--- config.mk ---
export PLATFORM = sky130hd
export DESIGN_NAME = mem_stage_lsu
export DESIGN_NICKNAME = d
export VERILOG_FILES = /design/src/rtl/mem_stage_lsu.sv
export SDC_FILE = /design/constraint.sdc
export NUM_CORES = 1
export LEC_CHECK = 0
export CORE_MARGIN = 3
export CORE_UTILIZATION = 40
export CTS_CLUSTER_SIZE = 12
export DETAILED_ROUTE_END_ITERATION = 8
export DONT_BUFFER_PORTS = 1
export PLACE_DENSITY = 0.67
export SYNTH_ARGS = -nofsm -noshare
export SYNTH_HDL_FRONTEND = slang
export SYNTH_SLANG_ARGS = --single-unit
export TNS_END_PERCENT = 1
--- constraint.sdc ---
create_clock -name clk -period 2.49 [get_ports clk]
set_input_delay 0.498 -clock clk [delete_from_list [all_inputs] [get_ports clk]]
set_output_delay 0.498 -clock clk [all_outputs]
set_load 0.01 [all_outputs]
--- src/rtl/mem_stage_lsu.sv ---
// MEM-stage load/store unit: one data-memory access per instruction over req/gnt/rvalid,
// store lane formation, load alignment/extension and upstream stall while an access is in flight.
module mem_stage_lsu #(
    parameter int unsigned TIMEOUT = 16
) (
    input  logic        clk,
    input  logic        rst_n,
    input  logic        valid_in,
    input  logic [31:0] alu_result_in,
    input  logic [31:0] store_data_in,
    input  logic [4:0]  rd_in,
    input  logic [2:0]  funct3_in,
    input  logic        MemRead_in,
    input  logic        MemWrite_in,
    input  logic        RegWrite_in,
    input  logic        MemToReg_in,
    output logic        mem_stall,
    output logic        dmem_req,
    output logic        dmem_we,
    output logic [31:0] dmem_addr,
    output logic [3:0]  dmem_be,
    output logic [31:0] dmem_wdata,
    input  logic        dmem_gnt,
    input  logic        dmem_rvalid,
    input  logic [31:0] dmem_rdata,
    output logic [31:0] mem_data_out,
    output logic [31:0] alu_result_out,
    output logic [4:0]  rd_out,
    output logic        RegWrite_out,
    output logic        MemToReg_out,
    output logic        fault_out
);
    localparam int unsigned TMO_W = (TIMEOUT > 2) ? $clog2(TIMEOUT) : 1;
    localparam logic [TMO_W-1:0] TMO_LAST = TMO_W'(TIMEOUT - 1);

    typedef enum logic [1:0] {IDLE, WAIT_RSP, DONE} state_e;

    state_e            state_q, state_d;
    logic [31:0]       rdata_q, rdata_d;
    logic              fault_q, fault_d;
    logic [TMO_W-1:0]  tmo_q, tmo_d;

    logic [1:0]  lane;
    logic        f3_illegal, misaligned, bad, mem_op, access, bad_access;
    logic [7:0]  ld_byte;
    logic [15:0] ld_half;
    logic [31:0] ld_ext;
    logic        req_c, stall_c, fault_c;
    logic [31:0] mem_data_c;

    // Access legality: size/alignment and conflicting read+write
    assign lane       = alu_result_in[1:0];
    assign f3_illegal = (funct3_in == 3'b011) || (funct3_in[2:1] == 2'b11);
    assign misaligned = ((funct3_in[1:0] == 2'b01) && lane[0]) ||
                        ((funct3_in[1:0] == 2'b10) && (lane != 2'b00));
    assign bad        = f3_illegal || misaligned || (MemRead_in && MemWrite_in);
    assign mem_op     = valid_in && (MemRead_in || MemWrite_in);
    assign access     = mem_op && !bad;
    assign bad_access = mem_op && bad;

    // Store byte enables and lane-replicated write data
    always_comb begin
        dmem_be    = 4'b1111;
        dmem_wdata = store_data_in;
        case (funct3_in[1:0])
            2'b00: begin
                dmem_be    = 4'b0001 << lane;
                dmem_wdata = {4{store_data_in[7:0]}};
            end
            2'b01: begin
                dmem_be    = lane[1] ? 4'b1100 : 4'b0011;
                dmem_wdata = {2{store_data_in[15:0]}};
            end
            default: ;
        endcase
    end

    // Load lane extraction and sign/zero extension
    always_comb begin
        ld_byte = dmem_rdata[7:0];
        case (lane)
            2'd1:    ld_byte = dmem_rdata[15:8];
            2'd2:    ld_byte = dmem_rdata[23:16];
            2'd3:    ld_byte = dmem_rdata[31:24];
            default: ld_byte = dmem_rdata[7:0];
        endcase
        ld_half = lane[1] ? dmem_rdata[31:16] : dmem_rdata[15:0];
        case (funct3_in)
            3'b000:  ld_ext = {{24{ld_byte[7]}}, ld_byte};
            3'b001:  ld_ext = {{16{ld_half[15]}}, ld_half};
            3'b100:  ld_ext = {24'd0, ld_byte};
            3'b101:  ld_ext = {16'd0, ld_half};
            default: ld_ext = dmem_rdata;
        endcase
    end

    always_ff @(posedge clk or negedge rst_n) begin
        if (!rst_n) begin
            state_q <= IDLE;
            rdata_q <= '0;
            fault_q <= 1'b0;
            tmo_q   <= '0;
        end else begin
            state_q <= state_d;
            rdata_q <= rdata_d;
            fault_q <= fault_d;
            tmo_q   <= tmo_d;
        end
    end

    always_comb begin
        state_d    = state_q;
        rdata_d    = rdata_q;
        fault_d    = fault_q;
        tmo_d      = tmo_q;
        req_c      = 1'b0;
        stall_c    = 1'b0;
        fault_c    = 1'b0;
        mem_data_c = '0;
        case (state_q)
            IDLE: begin
                if (access) begin
                    req_c = 1'b1;
                    if (dmem_gnt) begin
                        tmo_d = '0;
                        if (MemRead_in) begin
                            stall_c = 1'b1;
                            state_d = WAIT_RSP;
                        end
                    end else begin
                        stall_c = 1'b1;
                        if (tmo_q == TMO_LAST) begin
                            state_d = DONE;
                            fault_d = 1'b1;
                            rdata_d = '0;
                            tmo_d   = '0;
                        end else begin
                            tmo_d = tmo_q + TMO_W'(1);
                        end
                    end
                end else begin
                    tmo_d   = '0;
                    fault_c = bad_access;
                end
            end
            WAIT_RSP: begin
                stall_c = 1'b1;
                if (dmem_rvalid) begin
                    rdata_d = ld_ext;
                    state_d = DONE;
                    tmo_d   = '0;
                end else if (tmo_q == TMO_LAST) begin
                    rdata_d = '0;
                    fault_d = 1'b1;
                    state_d = DONE;
                    tmo_d   = '0;
                end else begin
                    tmo_d = tmo_q + TMO_W'(1);
                end
            end
            DONE: begin
                mem_data_c = rdata_q;
                fault_c    = fault_q;
                state_d    = IDLE;
                tmo_d      = '0;
                fault_d    = 1'b0;
            end
            default: state_d = IDLE;
        endcase
    end

    // Handshake and writeback outputs are forced quiet while reset is held
    assign dmem_req       = rst_n && req_c;
    assign mem_stall      = rst_n && stall_c;
    assign fault_out      = rst_n && fault_c;
    assign mem_data_out   = rst_n ? mem_data_c : 32'd0;
    assign RegWrite_out   = rst_n && RegWrite_in && valid_in && !stall_c && !fault_c;
    assign dmem_we        = MemWrite_in;
    assign dmem_addr      = {alu_result_in[31:2], 2'b00};
    assign alu_result_out = alu_result_in;
    assign rd_out         = rd_in;
    assign MemToReg_out   = MemToReg_in;

endmodule

==> metrics.txt <==
core area=8380 µm²; post-synthesis area per instance=8.66 µm²; layout net count=434; DR iter-0 viols=237; FMAX=0.402 GHz; CP required=1.99 ns; Pwr Density=706 nW/µm²; DRT Wirelength=10,200 µm; largest family of logic cells by synthesized area=compound AO/OA/AOI/OAI gates; clock sinks=39; area grow syn2layout=-10.4%; RSZ-0062 raised after global routing=true; final setup fails=0; initial antenna violation count=0; Hold WC Path Type=input pin to asynchronous set/reset pin; Seq. cell area=976 µm²; Num CTS Buffers=5; Mapped Cells=406; Least-Margin Pin Slew=0.955 ns; PnR worst setup slack=0.000301 ns; clk_skew=0.00738 ns; Synth Area in Simple Gates=17.1%; Distinct cells, synth=48; Final Critical Period=2.49 ns; Final Max Tran Viols=0; antenna viol nets, final=0; Rows=33; Seq cells post-synth=39; Mapped Area=3520 µm²; status=finished, final reports clean; kind of critical path=input pin to primary output; die height=99.8 µm; pre-CTS WS=-0.0527 ns; logic depth of the worst register-to-register path=6; WL/cell=24.1 µm; share of layout cells above drive strength 1=14.2%; vias per cell=6.42; final setup TNS=0 ns; DP Wirelength=7350 µm; XOR/XNOR Fraction of Synth Area=0.249%; worst path arrival time=1.99 ns; Post-CTS Setup Bufs=0; Fill cells=861; Synth Warn #=0; FFs w/ async S/R, synth=100%; mux share of post-synthesis cell area=8.25%; Synth area leader=dfrtp_1; global-route wire length before repair=15,300 µm; Seq/Total Area, Yosys=27.7%; GP Congestion=0.810; Top FF cell, synth=dfrtp_1; die area=9950 µm²; Compound-Gate Fraction of Synth Area=23.2%; post-synth top area share=27.7%; Power, Total=2.23 mW; maximum VDD drop=378 µV; H-tree lvl count=2; Total GRT Usage=19.6%; n_diodes=0; Final Hold Viols=0; crit start category=input pin; Post-synth EDFFs=0; Adder-Cell Fraction of Synth Area=2.10%; CTS tree=yes; Rel. slew slack=35.9%; Crit Path Max Fanout=24; Clock Tree Buf Depth=2; die width=99.8 µm; Worst setup EP type=primary output; Port Buf Inserts=0; Starting Density=42.0%; hold_ws=0.0526 ns; IO Pins=256; clock transition at the registers of the reported paths=0.08 ns; drt pass-1 iters=5; dominant cells by area after synthesis=dfrtp_1 28%, buf_4 17%, and3_1 7.5%; Final Cycle Share=100%; post-layout util=37.6%; area of the multi-input gates=1830 µm²; drt drc=0; largest net degree at the start of global routing=62; vias in the first global route=2,637; Max-Cap Viols=0; Static Leak=1.49 nW; Overflow after GRT=0; Clock Latency Late Sink=0.29 ns; Vias=2,711; CTS Root Cell=clkbuf_8
-- flip-flops by register name (all words and copies together) (netlist names) --
signal,flops
rdata_q,32
tmo_q,4
state_q,2
fault_q,1
-- what timing repair did --
| item | CTS | global route |
|---|---|---|
| hold buffers | 1 | 0 |
| hold endpoints to repair | 39 | 0 |
| pin swaps | 0 | 0 |
| resized for setup | 1 | 1 |
| setup endpoints to repair | 1 | 2 |
-- through the flow --
stage,instances,instance area [µm²]
2_1_floorplan,407,3540
3_3_place_gp,413,3040
3_5_place_dp,413,3040
4_1_cts,422,3150
5_1_grt,422,3150
6_report,422,3150
-- worst max-delay path, stage by stage --
cell	delay (ns)
or4_4	0.55
and2_4	0.17
maj3_2	0.31
a32oi_2	0.19
nor4b_4	0.28
-- cell usage in the layout, fill, tap and decap left out, types with 8 or more instances in the layout --
cell       count
a221oi_1       8
and3_1        41
nand2_1       34
inv_1          9
o21ai_0       25
a211oi_1      12
mux2_2        16
o2bb2ai_1     23
buf_4          8
mux2i_1       11
a211o_1        8
dfrtp_1       39
-- area by class of cell --
type	count	area share, %
multi-input cells	251	58.0
flip-flops and latches	39	31.0
well taps	105	4.17
repair buffers	10	3.18
clock buffers	7	2.42
inverters	9	1.07
clock inverters	1	0.159
-- cell families (layout without fill, tap and decap cells) --
family	Yosys count	count (layout)
buffers and inverters	117	27
AND/OR/NAND/NOR	109	109
AO/OA/AOI/OAI	106	106
flip-flops	39	39
multiplexers	27	27
adder cells (fa/ha/maj)	6	6
other	1	2
XOR/XNOR	1	1
-- cells in the mapped netlist, types with 2 or more instances --
cell type	n
a21oi_1	2
o21ai_0	25
a211o_1	8
buf_4	79
a222oi_1	5
a21o_1	4
a22o_1	5
nor3b_1	2
a221oi_1	8
dfrtp_1	39
o21bai_1	2
and3_1	42
o2bb2ai_1	23
nor3_1	4
buf_1	3
inv_1	9
mux2i_1	11
nor2_1	6
a211oi_1	12
ha_1	5
and2_1	4
nand3_1	4
a31oi_1	3
clkbuf_1	22
mux2_2	16
buf_2	3
nand2_1	34
nor2b_1	4
nand2b_1	3
-- power breakdown --
part / internal [mW] / switching [mW]
registers: 0.879 / 0.142
clock network: 0.197 / 0.224
logic: 0.379 / 0.404
-- per-layer routing --
metal  wire, µm  GRT usage (%)  vias to the layer above
li1           -              -                     1215
met1       4290           27.3                     1344
met2       4560           28.0                      109
met3        993           6.46                       43
met4        333           7.56                        0
met5          0              0                        -
-- worst paths after layout --
kind | from | end | slack (ns)
max reg2reg | state_q[1] | rdata_q[17] | 0.58
min in group clk | dmem_rdata[17] | rdata_q[1] | 0.40
max in group asynchronous | rst_n | rdata_q[2] | 2.25
min | rst_n | rdata_q[15] | 0.05
min reg2reg | rdata_q[27] | rdata_q[27] | 0.48
max | funct3_in[0] | RegWrite_out | 0.0003
Note: power is estimated with default switching activity, not from simulation.
